### src/rtl/pipeline_bus_arbiter.sv
// pipeline_bus_arbiter
// Hands the memory bus to an external bus master (DMA) while keeping the CPU
// pipeline coherent: fetch is suppressed while in-flight stages drain, the
// pipeline is frozen during the grant, and one turnaround cycle follows every
// grant. Grants can be capped in length, and a capped grant is followed by a
// guaranteed CPU window during which new requests are ignored.
//
// Optional build macro: PIPE_ARB_STATS_EN adds the GrantCycles / PreemptCount
// statistics outputs. Without it those ports and counters are absent.
module pipeline_bus_arbiter #(
    parameter int DRAIN_CYCLES   = 3,
    parameter int MAX_GRANT      = 64,
    parameter int MIN_CPU_CYCLES = 8
) (
    input  logic        ClockIn,
    input  logic        Reset,
    input  logic        BusRequest,
    input  logic        FetchSurpressIn,
    output logic        FetchSurpress,
    output logic        PipeHold,
    output logic        BusGrant,
    output logic        Preempted
`ifdef PIPE_ARB_STATS_EN
    ,
    output logic [15:0] GrantCycles,
    output logic [7:0]  PreemptCount
`endif
);

    localparam logic [2:0] ST_RUN      = 3'd0;
    localparam logic [2:0] ST_DRAIN    = 3'd1;
    localparam logic [2:0] ST_GRANT    = 3'd2;
    localparam logic [2:0] ST_RELEASE  = 3'd3;
    localparam logic [2:0] ST_COOLDOWN = 3'd4;

    localparam logic [7:0] DRAIN_LOAD = 8'(DRAIN_CYCLES);
    localparam logic [7:0] COOL_LOAD  = 8'(MIN_CPU_CYCLES);
    localparam logic [7:0] GRANT_LAST = 8'(MAX_GRANT - 1);
    localparam bit         GRANT_CAPPED = (MAX_GRANT != 0);

    logic [2:0] state_reg, state_next;
    logic [7:0] drain_cnt_reg, drain_cnt_next;
    logic [7:0] grant_cnt_reg, grant_cnt_next;
    logic [7:0] cool_cnt_reg, cool_cnt_next;
    logic       preempt_reg, preempt_next;
    logic       preempt_pulse;

    logic       arb_suppress_reg;
    logic       pipe_hold_reg;
    logic       bus_grant_reg;
    logic       preempted_reg;

    // Next-state and counter logic for the drain / grant / release sequence
    always_comb begin
        state_next     = state_reg;
        drain_cnt_next = drain_cnt_reg;
        grant_cnt_next = grant_cnt_reg;
        cool_cnt_next  = cool_cnt_reg;
        preempt_next   = preempt_reg;
        preempt_pulse  = 1'b0;
        case (state_reg)
            ST_RUN: begin
                if (BusRequest) begin
                    state_next     = ST_DRAIN;
                    drain_cnt_next = DRAIN_LOAD;
                end
            end
            ST_DRAIN: begin
                // Losing the request aborts before any grant is issued.
                if (!BusRequest) begin
                    state_next = ST_RELEASE;
                end else if (drain_cnt_reg <= 8'd1) begin
                    state_next     = ST_GRANT;
                    grant_cnt_next = 8'd0;
                end else begin
                    drain_cnt_next = drain_cnt_reg - 8'd1;
                end
            end
            ST_GRANT: begin
                // A voluntary release on the last allowed cycle wins over preemption.
                if (!BusRequest) begin
                    state_next = ST_RELEASE;
                end else if (GRANT_CAPPED && (grant_cnt_reg == GRANT_LAST)) begin
                    state_next    = ST_RELEASE;
                    preempt_next  = 1'b1;
                    preempt_pulse = 1'b1;
                end else if (grant_cnt_reg != 8'hFF) begin
                    grant_cnt_next = grant_cnt_reg + 8'd1;
                end
            end
            ST_RELEASE: begin
                preempt_next = 1'b0;
                if (preempt_reg) begin
                    state_next    = ST_COOLDOWN;
                    cool_cnt_next = COOL_LOAD;
                end else begin
                    state_next = ST_RUN;
                end
            end
            ST_COOLDOWN: begin
                if (cool_cnt_reg <= 8'd1) begin
                    state_next = ST_RUN;
                end else begin
                    cool_cnt_next = cool_cnt_reg - 8'd1;
                end
            end
            default: begin
                state_next = ST_RUN;
            end
        endcase
    end

    // State, counters and registered outputs decoded from the next state
    always_ff @(posedge ClockIn) begin
        if (Reset) begin
            state_reg        <= ST_RUN;
            drain_cnt_reg    <= 8'd0;
            grant_cnt_reg    <= 8'd0;
            cool_cnt_reg     <= 8'd0;
            preempt_reg      <= 1'b0;
            arb_suppress_reg <= 1'b0;
            pipe_hold_reg    <= 1'b0;
            bus_grant_reg    <= 1'b0;
            preempted_reg    <= 1'b0;
        end else begin
            state_reg        <= state_next;
            drain_cnt_reg    <= drain_cnt_next;
            grant_cnt_reg    <= grant_cnt_next;
            cool_cnt_reg     <= cool_cnt_next;
            preempt_reg      <= preempt_next;
            arb_suppress_reg <= (state_next == ST_DRAIN) || (state_next == ST_GRANT) ||
                                (state_next == ST_RELEASE);
            pipe_hold_reg    <= (state_next == ST_GRANT) || (state_next == ST_RELEASE);
            bus_grant_reg    <= (state_next == ST_GRANT);
            preempted_reg    <= preempt_pulse;
        end
    end

    assign FetchSurpress = FetchSurpressIn | arb_suppress_reg;
    assign PipeHold      = pipe_hold_reg;
    assign BusGrant      = bus_grant_reg;
    assign Preempted     = preempted_reg;

`ifdef PIPE_ARB_STATS_EN
    logic [15:0] grant_cycles_reg;
    logic [7:0]  preempt_count_reg;

    // Saturating statistics, cleared only by reset
    always_ff @(posedge ClockIn) begin
        if (Reset) begin
            grant_cycles_reg  <= 16'd0;
            preempt_count_reg <= 8'd0;
        end else begin
            if (bus_grant_reg && (grant_cycles_reg != 16'hFFFF)) begin
                grant_cycles_reg <= grant_cycles_reg + 16'd1;
            end
            if (preempted_reg && (preempt_count_reg != 8'hFF)) begin
                preempt_count_reg <= preempt_count_reg + 8'd1;
            end
        end
    end

    assign GrantCycles  = grant_cycles_reg;
    assign PreemptCount = preempt_count_reg;
`endif

endmodule

### config.mk
export PLATFORM = sky130hd
export DESIGN_NAME = pipeline_bus_arbiter
export DESIGN_NICKNAME = d
export VERILOG_FILES = /design/src/rtl/pipeline_bus_arbiter.sv
export SDC_FILE = /design/constraint.sdc
export NUM_CORES = 1
export LEC_CHECK = 0
export ABC_AREA = 1
export ABC_CLOCK_PERIOD_IN_PS = 2350
export CAP_MARGIN = 20
export CORE_MARGIN = 5
export CORE_UTILIZATION = 35
export CTS_CLUSTER_DIAMETER = 30
export DETAILED_ROUTE_END_ITERATION = 10
export DONT_BUFFER_PORTS = 1
export PLACE_DENSITY = 0.47
export SETUP_SLACK_MARGIN = 0.2
export SKIP_LAST_GASP = 1
export SLEW_MARGIN = 20
export SYNTH_ARGS = -nofsm -noshare
export SYNTH_HDL_FRONTEND = slang
export SYNTH_SLANG_ARGS = --single-unit
### constraint.sdc
create_clock -name ClockIn -period 2.35 [get_ports ClockIn]
set_input_delay 0.47 -clock ClockIn [delete_from_list [all_inputs] [get_ports ClockIn]]
set_output_delay 0.47 -clock ClockIn [all_outputs]
set_load 0.01 [all_outputs]
Word-level counts from Yosys, hierarchy flattened
Index checks and enable logic that the tools add are counted.
Storage, ports and cells
  register bits: 32
  bits of input ports: 4
  output and inout bits: 4
Operators by class
  add/sub/neg operators: 3
  order comparisons: 2
  equal/unequal tests: 19
  mux-type cells: 25
  bitwise operators: 3
  reductions and logical operators: 13
Operators by type and width (number)
  $mux 8: 10
  $pmux 8 s2: 3
  $mux 3: 7
  $ne 2x2->1 const B: 10
  $le 8x1->1 const B: 2
  $sub 8x1->8 const B: 2
  $pmux 3 s5: 1
  $eq 3x2->1 const B: 4
  $add 8x1->8 const B: 1
  $eq 8x6->1 const B: 1
  $ne 8x8->1 const B: 1
  $reduce_bool 2->1: 4
  $eq 3x1->1 const B: 2
  $reduce_and 3->1: 2
  $reduce_and 6->1: 1
  $reduce_and 4->1: 1
  $eq 3x3->1 const B: 1
  $logic_not 3->1: 1
  $logic_or 1x1->1: 3
  $mux 1: 3
  $reduce_or 3->1: 1
  $not 1->1: 2
  $pmux 1 s2: 1
  $or 1x1->1: 1

Logic depth before layout (Yosys ltp)
  depth after elaboration: 7
  mapped depth: 11
  mapped depth without buffers: 11

Worst setup path after synthesis
No wires, ideal clock.
  path type: register -> register
  start: register drain_cnt_reg[0]
  end: register grant_cnt_reg[0]
  library setup time: 0.132 ns
  data arrival time: 1.325 ns
  required time: 2.218 ns
  path slack: 0.892 ns
  cell stages (with the launch flop): 10
  period minus slack after synthesis: 1.458 ns
  cell sequence: dfxtp_1 > inv_1 > ha_1 > nor2_1 > nor2_1 > nand3_2 > nand2_1 > nand3_4 > nand2_1 > a21oi_1
Between the ends
  longest elaborated chain between the ends: 3
RTL lines
  start: declaration: line 42  | logic [7:0] drain_cnt_reg, drain_cnt_next;
  start signal: assignment: line 127  | drain_cnt_reg <= drain_cnt_next;
  $le 8x1->1: line 72  | end else if (drain_cnt_reg <= 8'd1) begin
  $ne 2x2->1 (no source line)
  $reduce_and 6->1 (no source line)
  end signal: assignment: line 128  | grant_cnt_reg <= grant_cnt_next;
  end: declaration: line 43  | logic [7:0] grant_cnt_reg, grant_cnt_next;
Every way passes these cells.
A chain may end at the register's enable or synchronous reset.

Worst setup path in the final report
  start: register drain_cnt_reg[0]
  end: register drain_cnt_reg[2]
Between the ends
  longest elaborated chain between the ends: 4
RTL lines
  $sub 8x1->8: line 76  | drain_cnt_next = drain_cnt_reg - 8'd1;
  $mux 8: line 72
  $mux 8: line 70  | if (!BusRequest) begin
  $pmux 8 s2: line 61  | case (state_reg)
Several ways; a longest one is shown, not always the timed one. The select of a mux whose other input is x is not followed.

==> metrics.md <==
| Metric | Value |
|---|---|
| Outcome | finished clean |
| WL final | 3.87 mm |
| Max-cap violations | 0 |
| CP endpoint kind | flip-flop |
| Initial DRC count | 96 |
| Arr. time, crit path | 1960 ps |
| Layout area overhead | 9.00% |
| RSZ-0062 raised after global routing | no |
| #FFs+latches synth | 32 |
| Port buffer count | 0 |
| Peak supply drop | 0.471 mV |
| Die H | 83.0 um |
| Largest net degree at the start of global routing | 28 |
| Final worst path period need | 1740 ps |
| Post-synthesis sequential area ratio | 0.344 |
| Core Area | 0.00514 mm2 |
| Yosys cell types | 30 |
| Slowest-stage cell, CP | dfxtp_1 |
| Reg area | 641 um2 |
| Gate Count Post-Synth | 277 |
| CTS max path bufs | 2 |
| XOR/XNOR Fraction of Synth Area | 0.0376 |
| Routed Antenna Nets | 0 |
| Vias in the first global route | 1486 |
| Pwr dens | 684 mW/mm2 |
| DR pass1 iterations | 4 |
| Grt ovf | 0 |
| Antenna violations before repair | 0 |
| Footprint of the multi-input gates | 0.00105 mm2 |
| Clock transition at path regs | 70 ps |
| Slew HR | 0.702 |
| Clk_lat worst skew | 290 ps |
| DP HPWL | 2.75 mm |
| Critical Path RT | 2570 ps |
| Post-placement cell count | 342 |
| M1 GR Usage | 0.172 |
| Share of layout cells above drive strength 1 | 0.0929 |
| Antenna Diode Count | 0 |
| Synth Area in Compound Gates | 0.111 |
| Via Count | 1624 |
| Total track usage | 0.122 |
| Peak fanout along the critical path | 11 |
| Die ar. | 0.00688 mm2 |
| Mapped Area | 0.00186 mm2 |
| Met3 Track Usage GR | 0.0455 |
| Final Non-Filler Cells | 350 |
| I/O Pins | 8 |
| Setup TNS | 0 ps |
| Max stage delay on crit path | 390 ps |
| Vias/cell | 4.64 |
| Initial core utilization | 0.362 |
| Max-slew violations | 0 |
| Drc violations | 0 |
| Num CTS Buffers | 5 |
| Mapped Nets | 286 |
| Kind of critical path | reg -> reg |
| Min-delay worst type | in -> reg |
| CTS tree | done |
| Clock sink total | 32 |
| CP startpoint kind | flip-flop |
| Max frequency | 576 MHz |
| Clock Skew | 7.18 ps |
| Mux cell area share after synthesis | 0 |
| Synth Area in Simple Gates | 0.380 |
| Clk root buf | clkbuf_8 |
| Post-CTS Setup Repair Bufs | 0 |
| Die Width | 83.0 um |
| Ys Warns | 0 |
| Worst-path cell chain | inv_1, ha_1, nor2_1, nor2_1, nand3_2, nand3_2, inv_1, nand3_1, a21oi_1 |
| Grt met2 use | 0.170 |
| Worst Max-Slew Pin Slew | 443 ps |
| Most Crowded Layer GR | met1 |
| Final nets | 288 |
| Filler cells | 569 |
| Htree depth | 2 |
| Post-Synth Adder-Cell Area | 0.0336 |
| Largest family of logic cells by synthesized area | simple AND/OR/NAND/NOR gates |
| Setup violators final | 0 |
| Final Hold Fails | 0 |
| Global-route wire length before repair | 6.98 mm |
| DR WL/cell | 11.0 um |
| Row Count | 26 |
| Fin crit share | 0.739 |
| Syn Area/Cell | 6.73 um2 |
| Routability cong. | 0.776 |
| Leakage | 0.000842 uW |
| PostCTS Resize Cnt | 0 |
| Hold buffer count at CTS | 0 |
## synth_stat cells
cell type / n / share of area
buf_2: 1 / 0.0027
a21oi_1: 24 / 0.064
o21bai_1: 2 / 0.0081
ha_1: 5 / 0.034
dfxtp_1: 32 / 0.34
buf_4: 1 / 0.0040
nand3_1: 26 / 0.070
o21ai_0: 7 / 0.019
buf_6: 1 / 0.0060
nand3_2: 4 / 0.021
nor2_4: 2 / 0.012
inv_2: 4 / 0.0081
clkbuf_1: 3 / 0.0060
xnor2_1: 1 / 0.0047
nand2_2: 1 / 0.0034
nand3b_1: 1 / 0.0040
or2_2: 1 / 0.0034
nor2_1: 40 / 0.081
nand2_1: 63 / 0.13
xor2_1: 7 / 0.033
a21oi_2: 1 / 0.0047
nor3b_1: 1 / 0.0040
inv_1: 33 / 0.066
nor3_1: 2 / 0.0054
o211ai_4: 1 / 0.011
nand3_4: 1 / 0.0094
nand2_4: 1 / 0.0060
nand4_1: 8 / 0.027
o21a_1: 1 / 0.0040
nor2_2: 2 / 0.0067
## area by class of cell
| type | count | share of cell area |
|---|---|---|
| multi-input cells | 202 | 0.516 |
| flip-flops and latches | 32 | 0.315 |
| inverters | 37 | 0.0684 |
| well taps | 70 | 0.0431 |
| clock buffers | 6 | 0.0357 |
| clock inverters | 2 | 0.0173 |
| repair buffers | 1 | 0.00370 |
## power by group
part,internal (uW),switching (uW)
combinational,91.1,179
clock,314,205
sequential,573,26.0
## worst paths after layout
path | startpoint | to | slack (ps) | depth (start not counted)
worst min register to register | preempt_reg$_SDFFE_PP0P_ | preempt_reg$_SDFFE_PP0P_ | 460 | 2
worst max register to register | drain_cnt_reg[0]$_SDFFE_PP0P_ | drain_cnt_reg[2]$_SDFFE_PP0P_ | 610 | 9
worst max-delay path | drain_cnt_reg[0]$_SDFFE_PP0P_ | drain_cnt_reg[2]$_SDFFE_PP0P_ | 610 | 9
worst min-delay path | Reset | grant_cnt_reg[7]$_SDFFE_PP0P_ | 240 | 1
## cells by family after synthesis
logic type                 after synthesis
buffers and inverters                   43
DFF                                     32
xor gates and xnor gates                 8
and+or+nand+nor                        153
adders and majority gates                5
AOI/OAI and AO/OA                       36
## stage by stage
stage                util  area [um2]  total power, uW  setup WS (ps)  hold WS, ps
finish              0.395        2030             1390            613          239
global placement    0.374        1920              888            664          445
CTS                 0.395        2030             1410            597          228
detailed placement  0.374        1920              881            628          451
floorplan               -        1860              841            892          429
global route        0.395        2030             1480            372          215
## cell usage in the layout, fill, tap and decap left out, drive strengths merged, types with 2 or more instances in the layout
cell and n:
nand4 8, nor2 44, a21oi 25, dfxtp 32, clkbuf 6, ha 5, nor3 2, xor2 7
nand2 65, inv 37, nand3 31, o21bai 2, o21ai 7
## layer usage
metal | share of wire | wire length (um)
met5 | 0 | 0
met4 | 0.015 | 59
met3 | 0.043 | 168
met2 | 0.41 | 1590
met1 | 0.53 | 2050
## worst max-delay path: cells and delay by family (launching register included)
family                     cells  cell delay [ps]
and+or+nand+nor                5              590
DFF                            1              390
buffers and inverters          2              300
adders and majority gates      1              260
AOI/OAI and AO/OA              1              130
(Power assumes the default switching activity.)
